**src/rtl/reg_bank_pc_unit.sv**
```systemverilog
// Register bank (R0=PC, R1=SP, R2=SR, R3=constant generator) with PC staging/commit
// and edge-triggered write-back, driven by the control unit's level-held strobes.
module reg_bank_pc_unit #(
  parameter logic [15:0] RESET_PC = 16'h0000,
  parameter logic [15:0] RESET_SP = 16'h0400
) (
  input  logic        clk,
  input  logic        rst,
  input  logic        en_pc_2,
  input  logic        branch_en,
  input  logic [9:0]  pc_offset,
  input  logic        pc_inc,
  input  logic [3:0]  src_reg,
  input  logic [3:0]  dst_reg,
  input  logic [3:0]  wr_reg,
  input  logic        wr_en,
  input  logic [15:0] wr_data,
  input  logic        flag_we,
  input  logic [3:0]  flags_in,
  output logic [15:0] src_data,
  output logic [15:0] dst_data,
  output logic [15:0] pc,
  output logic [15:0] pc_staged,
  output logic        pc_update,
  output logic        wr_ack,
  output logic        pc_err
);

  localparam int unsigned DATA_W = 16;
  localparam int unsigned OFF_W  = 10;
  localparam logic [3:0]  REG_PC = 4'd0;
  localparam logic [3:0]  REG_SP = 4'd1;
  localparam logic [3:0]  REG_SR = 4'd2;
  localparam logic [3:0]  REG_CG = 4'd3;

  typedef enum logic [0:0] {IDLE = 1'b0, STAGED = 1'b1} pc_state_t;

  pc_state_t          state, state_nxt;
  logic [DATA_W-1:0]  regs [16];
  logic               en_pc_2_q, pc_inc_q, wr_en_q;
  logic               stage_rise, inc_rise, wr_rise;
  logic               commit_c, err_set_c;
  logic               wr_r0_c, wr_allowed_c;
  logic [DATA_W-1:0]  wr_val_c, pc_plus2_c, branch_off_c, stage_val_c;

  assign stage_rise = en_pc_2 & ~en_pc_2_q;
  assign inc_rise   = pc_inc & ~pc_inc_q;
  assign wr_rise    = wr_en & ~wr_en_q;

  // Next-PC candidates: PC+2, optionally plus the sign-extended word offset
  assign pc_plus2_c   = regs[REG_PC] + DATA_W'(2);
  assign branch_off_c = {{(DATA_W-OFF_W-1){pc_offset[OFF_W-1]}}, pc_offset, 1'b0};
  assign stage_val_c  = branch_en ? (pc_plus2_c + branch_off_c) : pc_plus2_c;

  // Write-back payload: R0/R1 are word aligned, R3 is never written
  assign wr_val_c     = ((wr_reg == REG_PC) || (wr_reg == REG_SP)) ? {wr_data[DATA_W-1:1], 1'b0}
                                                                   : wr_data;
  assign wr_allowed_c = wr_rise && (wr_reg != REG_CG);
  assign wr_r0_c      = wr_rise && (wr_reg == REG_PC);

  // Combinational reads without write bypass; R3 is the constant zero
  assign src_data = (src_reg == REG_CG) ? '0 : regs[src_reg];
  assign dst_data = (dst_reg == REG_CG) ? '0 : regs[dst_reg];
  assign pc       = regs[REG_PC];

  // PC FSM state register
  always_ff @(posedge clk) begin
    if (rst) state <= IDLE;
    else     state <= state_nxt;
  end

  // PC FSM next state: any stage rise (re)stages, a commit returns to IDLE
  always_comb begin
    state_nxt = state;
    if (stage_rise)                        state_nxt = STAGED;
    else if (inc_rise && state == STAGED)  state_nxt = IDLE;
  end

  // PC FSM outputs: a commit coinciding with a stage rise counts as a commit from IDLE
  always_comb begin
    commit_c  = 1'b0;
    err_set_c = 1'b0;
    if (inc_rise) begin
      if (state == STAGED && !stage_rise) commit_c  = 1'b1;
      else                                err_set_c = 1'b1;
    end
  end

  // Strobe history, staged PC and status pulses
  always_ff @(posedge clk) begin
    if (rst) begin
      en_pc_2_q <= 1'b0;
      pc_inc_q  <= 1'b0;
      wr_en_q   <= 1'b0;
      pc_staged <= RESET_PC;
      pc_update <= 1'b0;
      wr_ack    <= 1'b0;
      pc_err    <= 1'b0;
    end else begin
      en_pc_2_q <= en_pc_2;
      pc_inc_q  <= pc_inc;
      wr_en_q   <= wr_en;
      if (stage_rise) pc_staged <= stage_val_c;
      pc_update <= commit_c && !wr_r0_c;
      wr_ack    <= wr_rise;
      if (err_set_c) pc_err <= 1'b1;
    end
  end

  // Register file: flags, then PC commit, then write-back (later assignments win)
  always_ff @(posedge clk) begin
    if (rst) begin
      regs         <= '{default: '0};
      regs[REG_PC] <= RESET_PC;
      regs[REG_SP] <= RESET_SP;
    end else begin
      if (flag_we) begin
        regs[REG_SR][8] <= flags_in[3];
        regs[REG_SR][2] <= flags_in[2];
        regs[REG_SR][1] <= flags_in[1];
        regs[REG_SR][0] <= flags_in[0];
      end
      if (commit_c)     regs[REG_PC] <= pc_staged;
      if (wr_allowed_c) regs[wr_reg] <= wr_val_c;
    end
  end

endmodule

```
**config.mk**
```make
export PLATFORM = sky130hd
export DESIGN_NAME = reg_bank_pc_unit
export DESIGN_NICKNAME = d
export VERILOG_FILES = /design/src/rtl/reg_bank_pc_unit.sv
export SDC_FILE = /design/constraint.sdc
export NUM_CORES = 1
export LEC_CHECK = 0
export CAP_MARGIN = 10
export CORE_AREA = 4 4 180 182
export CTS_CLUSTER_SIZE = 16
export DETAILED_ROUTE_END_ITERATION = 16
export DIE_AREA = 0 0 184 186
export GPL_TIMING_DRIVEN = 0
export PLACE_DENSITY = 0.69
export REMOVE_ABC_BUFFERS = 1
export SYNTH_ARGS = -nofsm -noshare
export SYNTH_HDL_FRONTEND = slang
export SYNTH_SLANG_ARGS = --single-unit
```
**constraint.sdc**
```tcl
create_clock -name clk -period 8.8 [get_ports clk]
set_input_delay 1.32 -clock clk [delete_from_list [all_inputs] [get_ports clk]]
set_output_delay 1.32 -clock clk [all_outputs]
set_load 0.1 [all_outputs]
```
==> qor.csv <==
stage;metric;value;unit
detailed_routing;route.detailed.drc;0;
sta;maxSlewViolCount;0;
finish;final_layout_size_suffix_gt1_frac;0.1578;
detailed_routing;dr.pass1.iters;6;
clocking;clock_path_buffers;3;
sta;period_minus_slack;6.038;ns
power;power_leakage;6.035;nW
die;start_util;0.4957;
placed_design;io_buffers;115;
clocking;numCtsBuffers;29;
synthesis;synth-seq-cells;279;
detailed_routing;drtAntennaViolNets;0;
detailed_routing;wire_per_inst;23.99;um
synthesis;ys_seq_area_frac;0.3683;
run_status;outcome;finished clean;
finish;layout_common_cells;nand2_1 (315), dfxtp_1 (279), a21oi_1 (204);
flow_run;maxCapViolations;0;
die;die_w;184;um
synthesis;synth-edff-count;0;
clocking;cts.clk_slew.worst_paths;0.06;ns
sta;finalClockSkew;0.01437;ns
setup_path;crit_path_end_kind;output port;
setup_path;critPathArrivalTime;4.72;ns
clocking;htreeDepth;1;
setup_path;r2r-end;pc_staged[15];
synthesis;synth_area_leaders;dfxtp_1 (37%), mux4_2 (24%), nand2_1 (7.8%), a21oi_1 (6.7%), mux2i_1 (3.8%);
synthesis;ys.flop_type;dfxtp_1;
synthesis;synth_top_area_cell;dfxtp_1;
placed_design;gp_congestion;0.9010;
finish;final_common_cell;nand2_1;
synthesis;synth_top_area_frac;0.3683;
detailed_routing;dr_total_vias;12970;
power;irDropWorstVdd;0.1413;mV
min_path;hold_end;wr_ack;
setup_path;crit-reg2reg-launch;pc[4];
finish;syn2layout_area_growth;15.76;%
finish;n_fill_cell;2605;
sta;rsz0062_at_grt;false;
min_path;min_path_cells;1;
synthesis;syn_inst;1592;
power;pwr_density_cell;168.4;nW/um2
clocking;post_cts_buffers;0;
finish;final_util;0.5739;
finish;nets;1663;
detailed_routing;avgViaCountPerCell;6.445;
clocking;ctsHoldBuffers;0;
grt;antenna_found_initial;1;
sta;fmax;165.6;MHz
die;io_pins;116;
finish;fin_cells;2012;
sta;worst_pin_slew;1.275;ns
detailed_routing;drt_iter0_drc;1603;
min_path;min_path_type;register to register;
clocking;cts_tree;built;
synthesis;yosysUniqueCellTypes;51;
sta;slew_headroom;0.1481;
grt;grt_pass1_wl;74130;um
placed_design;dp_hpwl;30020;um
clocking;clock-sinks;279;
die;die_h;186;um
setup_path;startpoint_type;primary input;
synthesis;synth_area_per_cell;9.525;um2
grt;track_usage;0.2766;
detailed_routing;postRouteWirelength;48260;um
setup_path;cp_max_fo;9;
clocking;clk_latency;0.56;ns
placed_design;place_inst;1957;
grt;grt_max_degree;155;
sta;period_share;0.6862;
die;rows;64;
grt;grt_overflow;0;
setup_path;required;7.48;ns
finish;diodes;0;
die;core;30590;um2
setup_path;reg2reg_depth;11;
clocking;cts_resized;0;
min_path;hp-start;wr_en_q;
sta;setup_viol;0;
die;dieArea;34220;um2
sta;fin_setup_tns;0;ns
synthesis;yosys_warnings;0;
setup_path;rrSetupSlack;5.23;ns
synthesis;synth_area;15160;um2
synthesis;async_flop_share;0;
sta;hold_viol_final;0;
setup_path;worstSetupPathType;primary input to output port;
clocking;cts_root_buf;clkbuf_16;
grt;grt_pass1_vias;12600;
==> final cells by class <==
cell class / instances / area, um2 / share of cell area
clock inverters: 14 / 148.9 / 0.008482
repair buffers: 136 / 1564 / 0.08909
multi-input cells: 1141 / 8901 / 0.5071
clock buffers: 39 / 833.3 / 0.04747
flip-flops and latches: 279 / 5585 / 0.3182
well taps: 396 / 495.5 / 0.02823
inverters: 7 / 26.28 / 0.001497
==> kinds of logic (layout without fill, tap and decap cells) <==
logic type      count (synthesis)  count (layout)  share of synthesized area
simple gates                  613             613                     0.1781
xor+xnor                       19              19                    0.01097
mux                           217             217                     0.2752
fa+ha+maj                      20              20                    0.01700
compound gates                272             272                     0.1014
flops                         279             279                     0.3683
buf+inv                       172             196                    0.04893
==> per-stage QoR <==
stage / power (mW) / area, um2 / setup slack, ns / hold slack (ns)
floorplan: 1.520 / 14450 / 4.286 / 0.3924
global placement: 1.698 / 16100 / -1.821 / 0.3991
detailed placement: 1.705 / 16530 / 2.569 / 0.4160
CTS: 2.961 / 17510 / 2.560 / 0.4249
global route: 3.034 / 17550 / 2.826 / 0.4332
finish: 2.957 / 17550 / 2.762 / 0.4279
==> worst max path at each step <==
stage | from | to | slack (ns) | cells after the start
6_report | dst_reg[3] | dst_data[9] | 2.76 | 6
5_1_grt | src_reg[0] | src_data[15] | 2.83 | 6
4_1_cts | src_reg[3] | src_data[9] | 2.56 | 5
3_5_place_dp | src_reg[3] | src_data[9] | 2.57 | 5
3_3_place_gp | src_reg[0] | src_data[6] | -1.82 | 5
2_1_floorplan | dst_reg[0] | dst_data[0] | 4.29 | 3
==> cell usage after synthesis, types with 2 or more instances <==
cell / n
o21ai_0: 5
o21bai_1: 2
o2111ai_1: 2
a31oi_1: 2
nand2b_1: 4
xor2_1: 9
mux2i_1: 57
and4_1: 3
a311oi_1: 3
nor4_1: 2
and3_1: 4
nand4_1: 9
mux4_2: 160
nand3_1: 109
nand2_1: 315
a211oi_1: 26
a21o_2: 2
buf_2: 23
o21a_1: 3
a21oi_1: 204
dfxtp_1: 279
or3_1: 4
nor3b_1: 2
nand3b_1: 2
buf_4: 18
xnor2_1: 10
a21o_1: 9
ha_1: 19
nor3_1: 14
nor2_1: 84
o211ai_1: 3
nor2b_1: 57
inv_1: 7
clkbuf_1: 115
buf_1: 9
==> layer usage <==
metal,vias up,routed length (um),global-route usage
met3,124,4970,0.04358
met4,0,1661,0.08577
met5,-,0,0
li1,5726,-,-
met2,749,22690,0.4582
met1,6368,18950,0.3767
==> power breakdown <==
| part | total [mW] | switching, mW | internal [mW] | leakage [nW] |
|---|---|---|---|---|
| clock | 1.27 | 0.524 | 0.749 | 0.497 |
| combinational | 0.381 | 0.252 | 0.129 | 3.28 |
| sequential | 1.30 | 0.0199 | 1.28 | 2.26 |
| total | 2.96 | 0.797 | 2.16 | 6.03 |
==> critical path, stage by stage <==
cell	delay, ns
clkdlybuf4s50_1	0.85
buf_8	0.38
nor3_2	0.85
buf_8	0.24
nor2b_1	0.09
clkdlybuf4s50_1	0.97
(Power assumes the default switching activity.)
